--- config.mk ---
export PLATFORM = sky130hd
export DESIGN_NAME = bus_master_flat
export DESIGN_NICKNAME = d
export VERILOG_FILES = /design/src/rtl/bus_master_pkg.sv /design/src/rtl/bus_master_if.sv /design/src/rtl/bus_master.sv /design/src/flat_wrapper.sv
export SDC_FILE = /design/constraint.sdc
export NUM_CORES = 1
export LEC_CHECK = 0
export CORE_UTILIZATION = 45
export CTS_BUF_LIST = sky130_fd_sc_hd__clkbuf_8
export DETAILED_ROUTE_END_ITERATION = 8
export GPL_ROUTABILITY_DRIVEN = 0
export PLACE_DENSITY = 0.9
export SETUP_SLACK_MARGIN = 0.1
export SLEW_MARGIN = 20
export SYNTH_ARGS = -nofsm -noshare
export SYNTH_HDL_FRONTEND = slang
export SYNTH_SLANG_ARGS = --single-unit
--- constraint.sdc ---
create_clock -name clk -period 3.76 [get_ports clk]
set_clock_uncertainty 0.2 [all_clocks]
set_input_delay 0.752 -clock clk [delete_from_list [all_inputs] [get_ports clk]]
set_output_delay 0.752 -clock clk [all_outputs]
set_load 0.02 [all_outputs]
--- src/rtl/bus_master_pkg.sv ---
// bus_master_pkg: shared bus width defaults and FSM state encoding for the burst bus master
package bus_master_pkg;
  localparam int D_DEF = 8;
  localparam int A_BITS_DEF = 16;
  localparam int LEN_BITS_DEF = 8;
  typedef enum logic [2:0] {
    IDLE,
    WR_WAIT,
    RD_STROBE,
    RD_CAPTURE,
    RSP_HOLD
  } state_t;
endpackage

--- src/rtl/bus_master_if.sv ---
// bus_master_if: command, write-data, read-response and decoder bus signals of the burst bus master
interface bus_master_if import bus_master_pkg::*; #(
  parameter int D = D_DEF,
  parameter int A_BITS = A_BITS_DEF,
  parameter int LEN_BITS = LEN_BITS_DEF
);
  logic cmd_valid;
  logic cmd_ready;
  logic cmd_write;
  logic [A_BITS-1:0] cmd_addr;
  logic [LEN_BITS-1:0] cmd_len;
  logic cmd_incr;
  logic wr_valid;
  logic wr_ready;
  logic [D-1:0] wr_data;
  logic rsp_valid;
  logic rsp_ready;
  logic [D-1:0] rsp_data;
  logic rsp_last;
  logic busy;
  logic [A_BITS-1:0] a;
  logic read_strobe;
  logic write_strobe;
  logic [D-1:0] read_data;
  logic [D-1:0] bus_wdata;
  modport master (
    input cmd_valid, cmd_write, cmd_addr, cmd_len, cmd_incr,
    input wr_valid, wr_data, rsp_ready, read_data,
    output cmd_ready, wr_ready, rsp_valid, rsp_data, rsp_last,
    output busy, a, read_strobe, write_strobe, bus_wdata
  );
  modport slave (
    output cmd_valid, cmd_write, cmd_addr, cmd_len, cmd_incr,
    output wr_valid, wr_data, rsp_ready, read_data,
    input cmd_ready, wr_ready, rsp_valid, rsp_data, rsp_last,
    input busy, a, read_strobe, write_strobe, bus_wdata
  );
endinterface

--- src/rtl/bus_master.sv ---
// bus_master: burst command engine driving single-cycle read/write strobes onto a decoded bus
module bus_master import bus_master_pkg::*; #(
  parameter int D = D_DEF,
  parameter int A_BITS = A_BITS_DEF,
  parameter int LEN_BITS = LEN_BITS_DEF
) (
  input logic clk,
  input logic rst_n,
  bus_master_if.master bus
);
  state_t state, state_nxt;
  logic [A_BITS-1:0] addr;
  logic [LEN_BITS-1:0] cnt;
  logic [D-1:0] rsp_q;
  logic incr;
  logic accept;
  logic xfer_done;
  logic last;
  always_ff @(posedge clk or negedge rst_n)
    if (!rst_n) state <= IDLE;
    else state <= state_nxt;
  always_comb begin
    accept = state == IDLE && bus.cmd_valid;
    xfer_done = (state == WR_WAIT && bus.wr_valid) || (state == RSP_HOLD && bus.rsp_ready);
    last = cnt == '0;
    state_nxt = state;
    case (state)
      IDLE:       state_nxt = accept ? (bus.cmd_write ? WR_WAIT : RD_STROBE) : IDLE;
      WR_WAIT:    state_nxt = xfer_done ? (last ? IDLE : WR_WAIT) : WR_WAIT;
      RD_STROBE:  state_nxt = RD_CAPTURE;
      RD_CAPTURE: state_nxt = RSP_HOLD;
      RSP_HOLD:   state_nxt = xfer_done ? (last ? IDLE : RD_STROBE) : RSP_HOLD;
      default:    state_nxt = IDLE;
    endcase
  end
  always_ff @(posedge clk or negedge rst_n)
    if (!rst_n) begin
      addr <= '0;
      cnt <= '0;
      incr <= 1'b0;
      rsp_q <= '0;
    end else begin
      if (accept) begin
        addr <= bus.cmd_addr;
        cnt <= bus.cmd_len;
        incr <= bus.cmd_incr;
      end else if (xfer_done) begin
        addr <= addr + A_BITS'(incr);
        cnt <= last ? cnt : cnt - LEN_BITS'(1);
      end
      if (state == RD_CAPTURE) rsp_q <= bus.read_data;
    end
  assign bus.cmd_ready = state == IDLE;
  assign bus.busy = state != IDLE;
  assign bus.wr_ready = state == WR_WAIT;
  assign bus.write_strobe = state == WR_WAIT && bus.wr_valid;
  assign bus.bus_wdata = bus.write_strobe ? bus.wr_data : '0;
  assign bus.read_strobe = state == RD_STROBE;
  assign bus.a = addr;
  assign bus.rsp_valid = state == RSP_HOLD;
  assign bus.rsp_last = state == RSP_HOLD && last;
  assign bus.rsp_data = rsp_q;
  strobe_excl: assert property (@(posedge clk) disable iff (!rst_n) !(bus.read_strobe && bus.write_strobe));
endmodule
--- src/flat_wrapper.sv ---
// flat-port wrapper written by rule: the top's interface ports become plain ports
module bus_master_flat import bus_master_pkg::*;
#(
  parameter int D = D_DEF,
  parameter int A_BITS = A_BITS_DEF,
  parameter int LEN_BITS = LEN_BITS_DEF
)
  (clk, rst_n, bus_cmd_valid, bus_cmd_write, bus_cmd_addr, bus_cmd_len, bus_cmd_incr, bus_wr_valid, bus_wr_data, bus_rsp_ready, bus_read_data, bus_cmd_ready, bus_wr_ready, bus_rsp_valid, bus_rsp_data, bus_rsp_last, bus_busy, bus_a, bus_read_strobe, bus_write_strobe, bus_bus_wdata);
  bus_master_if #(.D(D), .A_BITS(A_BITS), .LEN_BITS(LEN_BITS)) bus_i ();
  input logic clk;
  input logic rst_n;
  input wire logic [$bits(bus_i.cmd_valid)-1:0] bus_cmd_valid;
  input wire logic [$bits(bus_i.cmd_write)-1:0] bus_cmd_write;
  input wire logic [$bits(bus_i.cmd_addr)-1:0] bus_cmd_addr;
  input wire logic [$bits(bus_i.cmd_len)-1:0] bus_cmd_len;
  input wire logic [$bits(bus_i.cmd_incr)-1:0] bus_cmd_incr;
  input wire logic [$bits(bus_i.wr_valid)-1:0] bus_wr_valid;
  input wire logic [$bits(bus_i.wr_data)-1:0] bus_wr_data;
  input wire logic [$bits(bus_i.rsp_ready)-1:0] bus_rsp_ready;
  input wire logic [$bits(bus_i.read_data)-1:0] bus_read_data;
  output wire logic [$bits(bus_i.cmd_ready)-1:0] bus_cmd_ready;
  output wire logic [$bits(bus_i.wr_ready)-1:0] bus_wr_ready;
  output wire logic [$bits(bus_i.rsp_valid)-1:0] bus_rsp_valid;
  output wire logic [$bits(bus_i.rsp_data)-1:0] bus_rsp_data;
  output wire logic [$bits(bus_i.rsp_last)-1:0] bus_rsp_last;
  output wire logic [$bits(bus_i.busy)-1:0] bus_busy;
  output wire logic [$bits(bus_i.a)-1:0] bus_a;
  output wire logic [$bits(bus_i.read_strobe)-1:0] bus_read_strobe;
  output wire logic [$bits(bus_i.write_strobe)-1:0] bus_write_strobe;
  output wire logic [$bits(bus_i.bus_wdata)-1:0] bus_bus_wdata;
  assign bus_i.cmd_valid = bus_cmd_valid;
  assign bus_i.cmd_write = bus_cmd_write;
  assign bus_i.cmd_addr = bus_cmd_addr;
  assign bus_i.cmd_len = bus_cmd_len;
  assign bus_i.cmd_incr = bus_cmd_incr;
  assign bus_i.wr_valid = bus_wr_valid;
  assign bus_i.wr_data = bus_wr_data;
  assign bus_i.rsp_ready = bus_rsp_ready;
  assign bus_i.read_data = bus_read_data;
  assign bus_cmd_ready = bus_i.cmd_ready;
  assign bus_wr_ready = bus_i.wr_ready;
  assign bus_rsp_valid = bus_i.rsp_valid;
  assign bus_rsp_data = bus_i.rsp_data;
  assign bus_rsp_last = bus_i.rsp_last;
  assign bus_busy = bus_i.busy;
  assign bus_a = bus_i.a;
  assign bus_read_strobe = bus_i.read_strobe;
  assign bus_write_strobe = bus_i.write_strobe;
  assign bus_bus_wdata = bus_i.bus_wdata;
  bus_master #(.D(D), .A_BITS(A_BITS), .LEN_BITS(LEN_BITS)) u_core (.clk(clk), .rst_n(rst_n), .bus(bus_i));
endmodule
### Yosys cells after proc, flatten, opt, wreduce, memory -nomap -nowiden

Index checks and enable logic that the tools add are counted.

| storage, ports and cells | value |
|---|---|
| word-level logic and storage cells | 35 |
| flip-flop bits (word level) | 36 |
| memory bits (writable) | 0 |
| memory bits (read-only) | 0 |
| bits in latches | 0 |
| memories | 0 |
| bits of input ports | 47 |
| output and inout port bits | 39 |

| operators by class | value |
|---|---|
| bitwise operators | 0 |
| div/mod/pow operators | 0 |
| mux-type cells | 13 |
| shifts and indexed selects | 0 |
| magnitude comparators | 0 |
| multiply operators | 0 |
| add/sub/neg operators | 2 |
| eq/ne operators | 5 |
| reduce and logical (&&, ||, !) cells | 10 |

Operators by type and width:

| kind | count |
|---|---|
| $mux 16 | 2 |
| $mux 8 | 4 |
| $add 16x1->16 | 1 |
| $pmux 3 s5 | 1 |
| $mux 3 | 3 |
| $logic_not 8->1 | 1 |
| $sub 8x1->8 const B | 1 |
| $eq 3x2->1 const B | 2 |
| $logic_and 1x1->1 | 4 |
| $mux 2 | 2 |
| $eq 3x1->1 const B | 1 |
| $eq 3x3->1 const B | 1 |
| $logic_not 3->1 | 1 |
| $reduce_bool 3->1 | 1 |
| $ne 2x1->1 const B | 1 |
| $reduce_and 2->1 | 1 |
| $reduce_bool 2->1 | 1 |
| $logic_or 1x1->1 | 1 |
| $mux 1 | 1 |

### Longest topological paths before layout

Gate-level depths: netlist of run 1.

| depth | value |
|---|---|
| word-level depth | 5 |
| depth in mapped cells | 7 |
| depth with buffers taken out | 7 |

### Least setup slack after synthesis of run 1

OpenSTA, ideal clock, no wires.

| timing | value |
|---|---|
| path type | register to output |
| from | reg u_core.cnt[0] |
| to | out bus_rsp_last |
| buffers on the path | 0 |
| slack | 998 ps |
| data arrival time | 1,810 ps |
| cell stages (with the launch flop) | 6 |
| data required time | 2,808 ps |
| cells stage by stage | dfrtp_1 -> inv_1 -> ha_1 -> or3b_4 -> or4_4 -> nor2_1 |

| on the way | value |
|---|---|
| word-level cells in the longest chain between the ends | 2 |

RTL lines:

| element | line | text |
|---|---|---|
| start, declared | bus_master.sv:13 | `logic [LEN_BITS-1:0] cnt;` |
| start signal, assigned | bus_master.sv:45 | `cnt <= bus.cmd_len;` |
| start signal, assigned | bus_master.sv:49 | `cnt <= last ? cnt : cnt - LEN_BITS'(1);` |
| $logic_not 8->1 | bus_master.sv:25 | `last = cnt == '0;` |
| $logic_and 1x1->1 | bus_master.sv:61 | `assign bus.rsp_last = state == RSP_HOLD && last;` |
| end, declared | flat_wrapper.sv:25 | `output wire logic [$bits(bus_i.rsp_last)-1:0] bus_rsp_last;` |

No other way between the ends.

### Worst setup path after layout of run 1

Same ends and word-level chain as after synthesis.

==> results.md, run 1 <==
- Pwr Total: 0.00229 W
- Slowest library cell on the worst path: clkdlybuf4s50_1
- Crit path max fanout: 4
- TNS Setup: 0 ns
- Post-synth top area cell: dfrtp_1
- Crit start category: flop
- Final Hold Fails: 0
- Unrepaired setup endpoints after global routing: no
- FF-to-FF End: u_core.cnt[3]
- Slew of the pin with the lowest slew margin: 0.807 ns
- Largest net degree at the start of global routing: 37
- WL/cell: approximately 14 um
- GR Util All Layers: 0.222
- CP delay by family, top: simple AND/OR/NAND/NOR gates
- Cell count after synthesis: around 210
- Initial antenna violation count: 0
- Switch share: 0.420
- Yosys warns: 0
- H-tree levels: 2
- Sequential share of the synthesized area: 0.452
- Internal power: 0.00133 W
- Worst Setup EP: bus_rsp_last
- Max stage delay on crit path: 0.61 ns
- Wirelength, routed: 4860 um
- Top post-synthesis cells by area: dfrtp_1 (45%), nand2_1 (5.8%), mux2_2 (4.5%)
- Slew margin rel.: 0.462
- Clk pwr share: 0.105
- Synth Flop Type: dfrtp_1
- Yosys top cell area share: 0.452
- PortBufs: 85
- Count of cell types in the netlist: 39
- Synth Area in XOR/XNOR: 0.0704
- Non-filler instance count after layout: 346
- Post-cts sizing count: 0
- WS Path Type: reg -> out
- # hold bufs at CTS: 0
- Req. time, crit path: 2.81 ns
- DRT antenna net count: 0
- Compound-Gate Fraction of Synth Area: 0.0942
- Cell Chain, Critical Path: inv_1 -> ha_1 -> or3b_4 -> or4_4 -> nor2_1 -> clkdlybuf4s50_1
- Layout area overhead: 48.2%
- Router iterations before antenna repair: 4
- Setup slack, reg-to-reg: 1.49 ns
- Cell Count Post-Placement: about 340
- Clk buf depth: 2
- Hold Crit Class: reg -> reg
- Num rows: 23
- Gate power share: 0.553
- Worst R2R Path Depth: 7
- Vias in the first global route: 1,620
- P_sw: 0.000962 W
- # DRC: 0
- Reg2reg start: u_core.cnt[0]
- Count leader, synth: dfrtp_1
- Dpl hpwl: ~3600 um
- Post-CTS Setup Bufs: 0
- 1st-iter DRT viols: around 130
- CP startpoint: u_core.cnt[0]
- First-pass GRT wire length: 7630 um
- Worst Setup End Kind: output pin
- Clock-pin slew on the worst setup and hold paths: roughly 0.060 ns
- Ports: 86
- Outcome: finished clean
- Hold WS: 0.302 ns
- Synth Net Count: 261
- Setup violations, final: 0
- Post-Synth Adder-Cell Area: 0.0188
- Final core occ: 0.718
- Global route total overflow: 0
- Vias: around 1,800
- Nets: 348
- Inserted Clock Buffers: 5
- Initial Utilization: 0.484
- Crit path time final: 3.55 ns
- N_diodes: 0
- Peak Freq: 282 MHz
- Clock sinks: 36
- Main combinational cell family by area after synthesis: simple AND/OR/NAND/NOR gates
- CTS Root Cell: clkbuf_8
- Fin crit share: 0.944
- Share of layout cells above drive strength 1: 0.105
- Via-to-Cell Ratio: 5.27
- Pwr dens: 776 nW/um2
- Sequential share of power: 0.341
- CTS tree: done
- Post-synthesis simple-gate area fraction: 0.283
- Post-synth ARST share: 1.00
- Buffers & Inverters on Critical Path: 2
- Post-synth top cells: dfrtp_1 (36), nand2_1 (31), nor2_1 (15)
- Worst vdd ir: 0.387 mV
- Synthesized area: 1990 um2
- Post-synth EDFFs: 0
- Yosys reg bits: 36
- Mux share of post-synthesis cell area: 0.0503
- Worst path depth: 6
- Chip Height: between 60 and 70 um
- Die width: 68.5 um
- Syn Area/Cell: 9.44 um2
- Clk_lat worst skew: between 0.2 and 0.3 ns
- Die area: 4700 um2
- Max Slew Vio Count: 0
- Leakage: 1.18 nW
- Max-cap violations: 0
- Core ar.: 4120 um2
- Crit path DAT: 2.60 ns
==> state kept, by name, indices dropped and copies added (netlist names) <==
register,count
u_core.bus.rsp_data,8
u_core.state,3
u_core.incr,1
u_core.bus.a,16
u_core.cnt,8
==> worst reg2reg max path, cell delays in order, from the launching register on <==
cell,delay [ns]
dfrtp_1,0.39
inv_1,0.08
ha_1,0.18
or3b_4,0.41
or4_4,0.53
nand2_4,0.13
or3_2,0.12
a31oi_1,0.07
==> cell type report <==
cell class	count	area [um2]
Multi-Input combinational cell	160	1030
Fill cell	309	1160
Clock buffer	5	68.8
Inverter	8	30.0
Sequential cell	36	901
Timing Repair Buffer	87	861
Tap cell	50	62.6
==> kinds of logic (layout without fill, tap and decap cells) <==
logic type | Yosys count | in the layout
flops | 36 | 36
compound gates | 33 | 33
fa+ha+maj | 3 | 3
mux | 9 | 9
xor+xnor | 16 | 16
buf+inv | 15 | 100
simple gates | 99 | 99
==> power by group through the flow <==
stage	clock network, W	registers (W)	logic [W]
floorplan	0	0.000901	0.000601
global placement	0	0.000772	0.00123
detailed placement	0	0.000783	0.00127
CTS	0.000249	0.000779	0.00128
global route	0.000268	0.000808	0.00138
finish	0.000241	0.000781	0.00127
==> routing by layer <==
layer  share of wire  vias up  track usage
met2            0.49       66        0.360
met5               0        -            0
met3           0.062        7       0.0428
met4           0.012        0       0.0807
li1                -      907            -
met1            0.43      842        0.292
==> placed cells by master, fill, tap and decap left out, drive strengths merged, types with 4 or more instances in the layout <==
master | Yosys | layout
o21ai | 20 | 20
and3 | 11 | 11
clkbuf | 4 | 5
nand3 | 10 | 10
dfrtp | 36 | 36
xnor2 | 10 | 10
inv | 8 | 8
xor2 | 6 | 6
a31oi | 4 | 4
clkdlybuf4s50 | 0 | 84
mux2 | 8 | 8
a21oi | 5 | 5
nand2 | 33 | 33
nor3 | 8 | 8
nor2 | 15 | 15
or3 | 4 | 4
==> worst min path at each step <==
stage                           start                      to  slack, ns  depth (start not counted)
6_report                  u_core.incr             u_core.incr       0.30                          2
5_1_grt        u_core.bus.rsp_data[4]  u_core.bus.rsp_data[4]       0.33                          1
4_1_cts                   u_core.incr             u_core.incr       0.30                          2
3_5_place_dp              u_core.incr             u_core.incr       0.29                          2
3_3_place_gp              u_core.incr             u_core.incr       0.28                          2
2_1_floorplan             u_core.incr             u_core.incr       0.25                          2
==> metrics by stage <==
step / setup slack, ns / instance area [um2]
floorplan: 0.998 / 1990
global placement: 0.573 / 2880
detailed placement: 0.504 / 2880
CTS: 0.199 / 2950
global route: 0.123 / 2950
finish: 0.209 / 2950
Power figures use the tool's default switching activity.
==> inputs of run 2 (changes only) <==
--- a/config.mk
+++ b/config.mk
@@ -5,11 +5,12 @@
 export SDC_FILE = /design/constraint.sdc
 export NUM_CORES = 1
 export LEC_CHECK = 0
+export CORE_ASPECT_RATIO = 2
 export CORE_UTILIZATION = 45
 export CTS_BUF_LIST = sky130_fd_sc_hd__clkbuf_8
 export DETAILED_ROUTE_END_ITERATION = 8
 export GPL_ROUTABILITY_DRIVEN = 0
-export PLACE_DENSITY = 0.9
+export PLACE_DENSITY = 0.85
 export SETUP_SLACK_MARGIN = 0.1
 export SLEW_MARGIN = 20
 export SYNTH_ARGS = -nofsm -noshare
==> run 2 against run 1 <==
Non-clock buffer count unchanged. Combinational power about the same. Total power increased by 6.1%. Core utilization increased by 0.55 points. Critical endpoint is now bus_write_strobe. Critical path type is now in -> out. Fmax increased by 11%. Worst hold slack got worse by 0.0077 ns. Via count increased by 3.0%. Clock power increased by 55%. Design area increased by 2.1%. Final cell count increased by 1.4%. Register-to-register slack got worse by 0.04 ns. Wire length increased by 4.4%. Largest cell class unchanged.
==> results.md, run 2 (synthesis results as in run 1) <==
- Num rows: 33 (+43%)
- Setup violations, final: 0 (unchanged)
- Max Slew Vio Count: 0 (unchanged)
- Crit path time final: 3.21 ns (-0.340 ns)
- Ports: 86 (unchanged)
- Non-filler instance count after layout: 351 (+1.4%)
- Area after DPL: 2890 um2 (about the same)
- N_diodes: 0 (unchanged)
- # hold bufs at CTS: 0 (unchanged)
- Max-cap violations: 0 (unchanged)
- Final std cell area, no fill: 3020 um2 (+2.1%)
- # DRC: 0 (unchanged)
- Outcome: finished clean
- Crit path DAT: 2.26 ns (-0.34 ns)
- CTS tree: done
- Crit path max fanout: 9 (+5)
- CP delay by family, top: buffers and inverters
- Clock-pin slew on the worst setup and hold paths: 0.07 ns (about the same)
- Worst vdd ir: 0.525 mV (+36%)
- Top layer in use: met4
- Buffers & Inverters on Critical Path: 3 (+1)
- Fill count: 333 (+7.8%)
- Slowest library cell on the worst path: clkdlybuf4s50_1
- Wire length on met2: 2930 um (+22%)
- TNS Setup: 0 ns (unchanged)
- Inserted Clock Buffers: 5 (unchanged)
- DP Worst Slack: 0.508 ns (+0.00359 ns)
- Initial Utilization: 0.478 (-0.00639)
- Cell Count Post-Placement: 343 (+0.59%)
- Crit start category: input pin
- Cell Chain, Critical Path: clkdlybuf4s50_1 -> nand4bb_4 -> inv_1 -> clkdlybuf4s50_1
- Largest net degree at the start of global routing: 37 (unchanged)
- Met3 wire length: 229 um (-24%)
- Vias in the first global route: 1,912 (+18%)
- CTS Root Cell: clkbuf_8
- Max reg flops: 16 (unchanged)
- Die width: 49.0 um (-28%)
- DRT met1 WL: 1820 um (-14%)
- Dpl hpwl: 3830 um (+5.1%)
- WL/cell: 14.5 um (+2.9%)
- Core ar.: 4170 um2 (+1.3%)
- Chip Height: 96.1 um (+40%)
- Fin crit share: 0.854 (-0.0905)
- Slew margin rel.: 0.473 (+0.0109)
- Die area: 4710 um2 (+0.35%)
- Router iterations before antenna repair: 4 (unchanged)
- Layout area overhead: 51.4%
- Cell mode on critical path: clkdlybuf4s50_1
- Clock sinks: 36 (unchanged)
- Wirelength, routed: 5070 um (+4.4%)
- First-pass GRT wire length: 8600 um (+13%)
- GR Util All Layers: 0.239 (+0.0177)
- Hold Crit Class: reg -> reg
- Peak Freq: 311 MHz (+11%)
- Slew of the pin with the lowest slew margin: 0.791 ns (-0.0163 ns)
- Nets: 348 (unchanged)
- Share of layout cells above drive strength 1: 0.114 (+0.00898)
- WS Path Type: in -> out
- H-tree levels: 2 (unchanged)
- Clk_lat worst skew: 0.29 ns (about the same)
- 1st-iter DRT viols: 63 (-50%)
- Vias: 1,876 (+3.0%)
- Commonest non-fill, non-tap cell in the layout: clkdlybuf4s50_1
- Post-CTS Setup Bufs: 0 (unchanged)
- DRT antenna net count: 0 (unchanged)
- Via-to-Cell Ratio: 5.34 (+1.5%)
- Pwr Total: 0.00243 W (+6.1%)
- Unrepaired setup endpoints after global routing: no
- Final Hold Fails: 0 (unchanged)
- Leading cell types in the layout, fill and taps excluded: clkdlybuf4s50_1 (83), dfrtp_1 (36), nand2_1 (31)
- Req. time, crit path: 2.81 ns (about the same)
- Max stage delay on crit path: 0.63 ns (+0.02 ns)
- Clk buf depth: 2 (unchanged)
- Fin worst setup slack: 0.549 ns (+0.340 ns)
- Initial antenna violation count: 0 (unchanged)
- Global route total overflow: 0 (unchanged)
- Leakage: 1.22 nW (+4.0%)
- PortBufs: 85 (unchanged)
- Worst Setup End Kind: output pin
- Pwr dens: 806 nW/um2 (+3.9%)
## run 2: cell types whose count changed in the layout (fill, tap and decap cells not counted)
cell / before / now
bufinv_16: 0 / 1
clkbuf_8: 5 / 7
clkdlybuf4s50_1: 84 / 83
dlymetal6s2s_1: 0 / 1
## run 2: metrics by stage
step | hold slack [ns] | utilization
6_report | 0.295 | 0.723
5_1_grt | 0.321 | 0.723
4_1_cts | 0.292 | 0.722
3_5_place_dp | 0.275 | 0.692
3_3_place_gp | 0.266 | 0.692
2_1_floorplan | 0.250 | -
## run 2: what timing repair did
item | CTS | global route
hold endpoints to repair | 0 | 0
resized for setup | 0 | 1
endpoints found under the setup margin | 0 | 1
## run 2: path summary, 6_finish.rpt
check | endpoint | slack (ns) | cells past startpoint | start
max in group asynchronous | u_core.cnt[1] | 2.51 | 1 | rst_n
max reg2reg | u_core.cnt[5] | 1.45 | 7 | u_core.cnt[0]
min | u_core.incr | 0.29 | 2 | u_core.incr
max | bus_write_strobe | 0.55 | 4 | bus_wr_valid
min reg2reg | u_core.incr | 0.29 | 2 | u_core.incr
min in group asynchronous | u_core.bus.a[5] | 0.34 | 1 | rst_n
## run 2: report_power, final
part	total (W)	switching, W	internal (W)
Sequential	0.000785	0.000204	0.000581
Combinational	0.00127	0.000645	0.000628
Clock	0.000373	0.000139	0.000234
Total	0.00243	0.000988	0.00144
## run 2: cell type report
cell class | instances | area, um2 | share of cell area
Clock buffer | 7 | 96.3 | 0.0320
Clock inverter | 1 | 30.0 | 0.00996
Inverter | 8 | 30.0 | 0.00996
Multi-Input combinational cell | 160 | 1030 | 0.341
Sequential cell | 36 | 901 | 0.299
Tap cell | 52 | 65.1 | 0.0216
Timing Repair Buffer | 87 | 863 | 0.286
## run 2: worst reg2reg max path: cells and delay by family (launching register included)
kind                       cells  cell delay (ns)
AOI/OAI and AO/OA              1             0.08
buffers and inverters          1             0.09
and+or+nand+nor                4             1.19
adders and majority gates      1             0.20
DFF                            1             0.40
## run 2: routing by layer
layer  vias to the layer above  track usage
met1                       889        0.248
li1                        911            -
met3                        11       0.0458
met5                         -            0
met2                        65        0.459
met4                         0        0.100
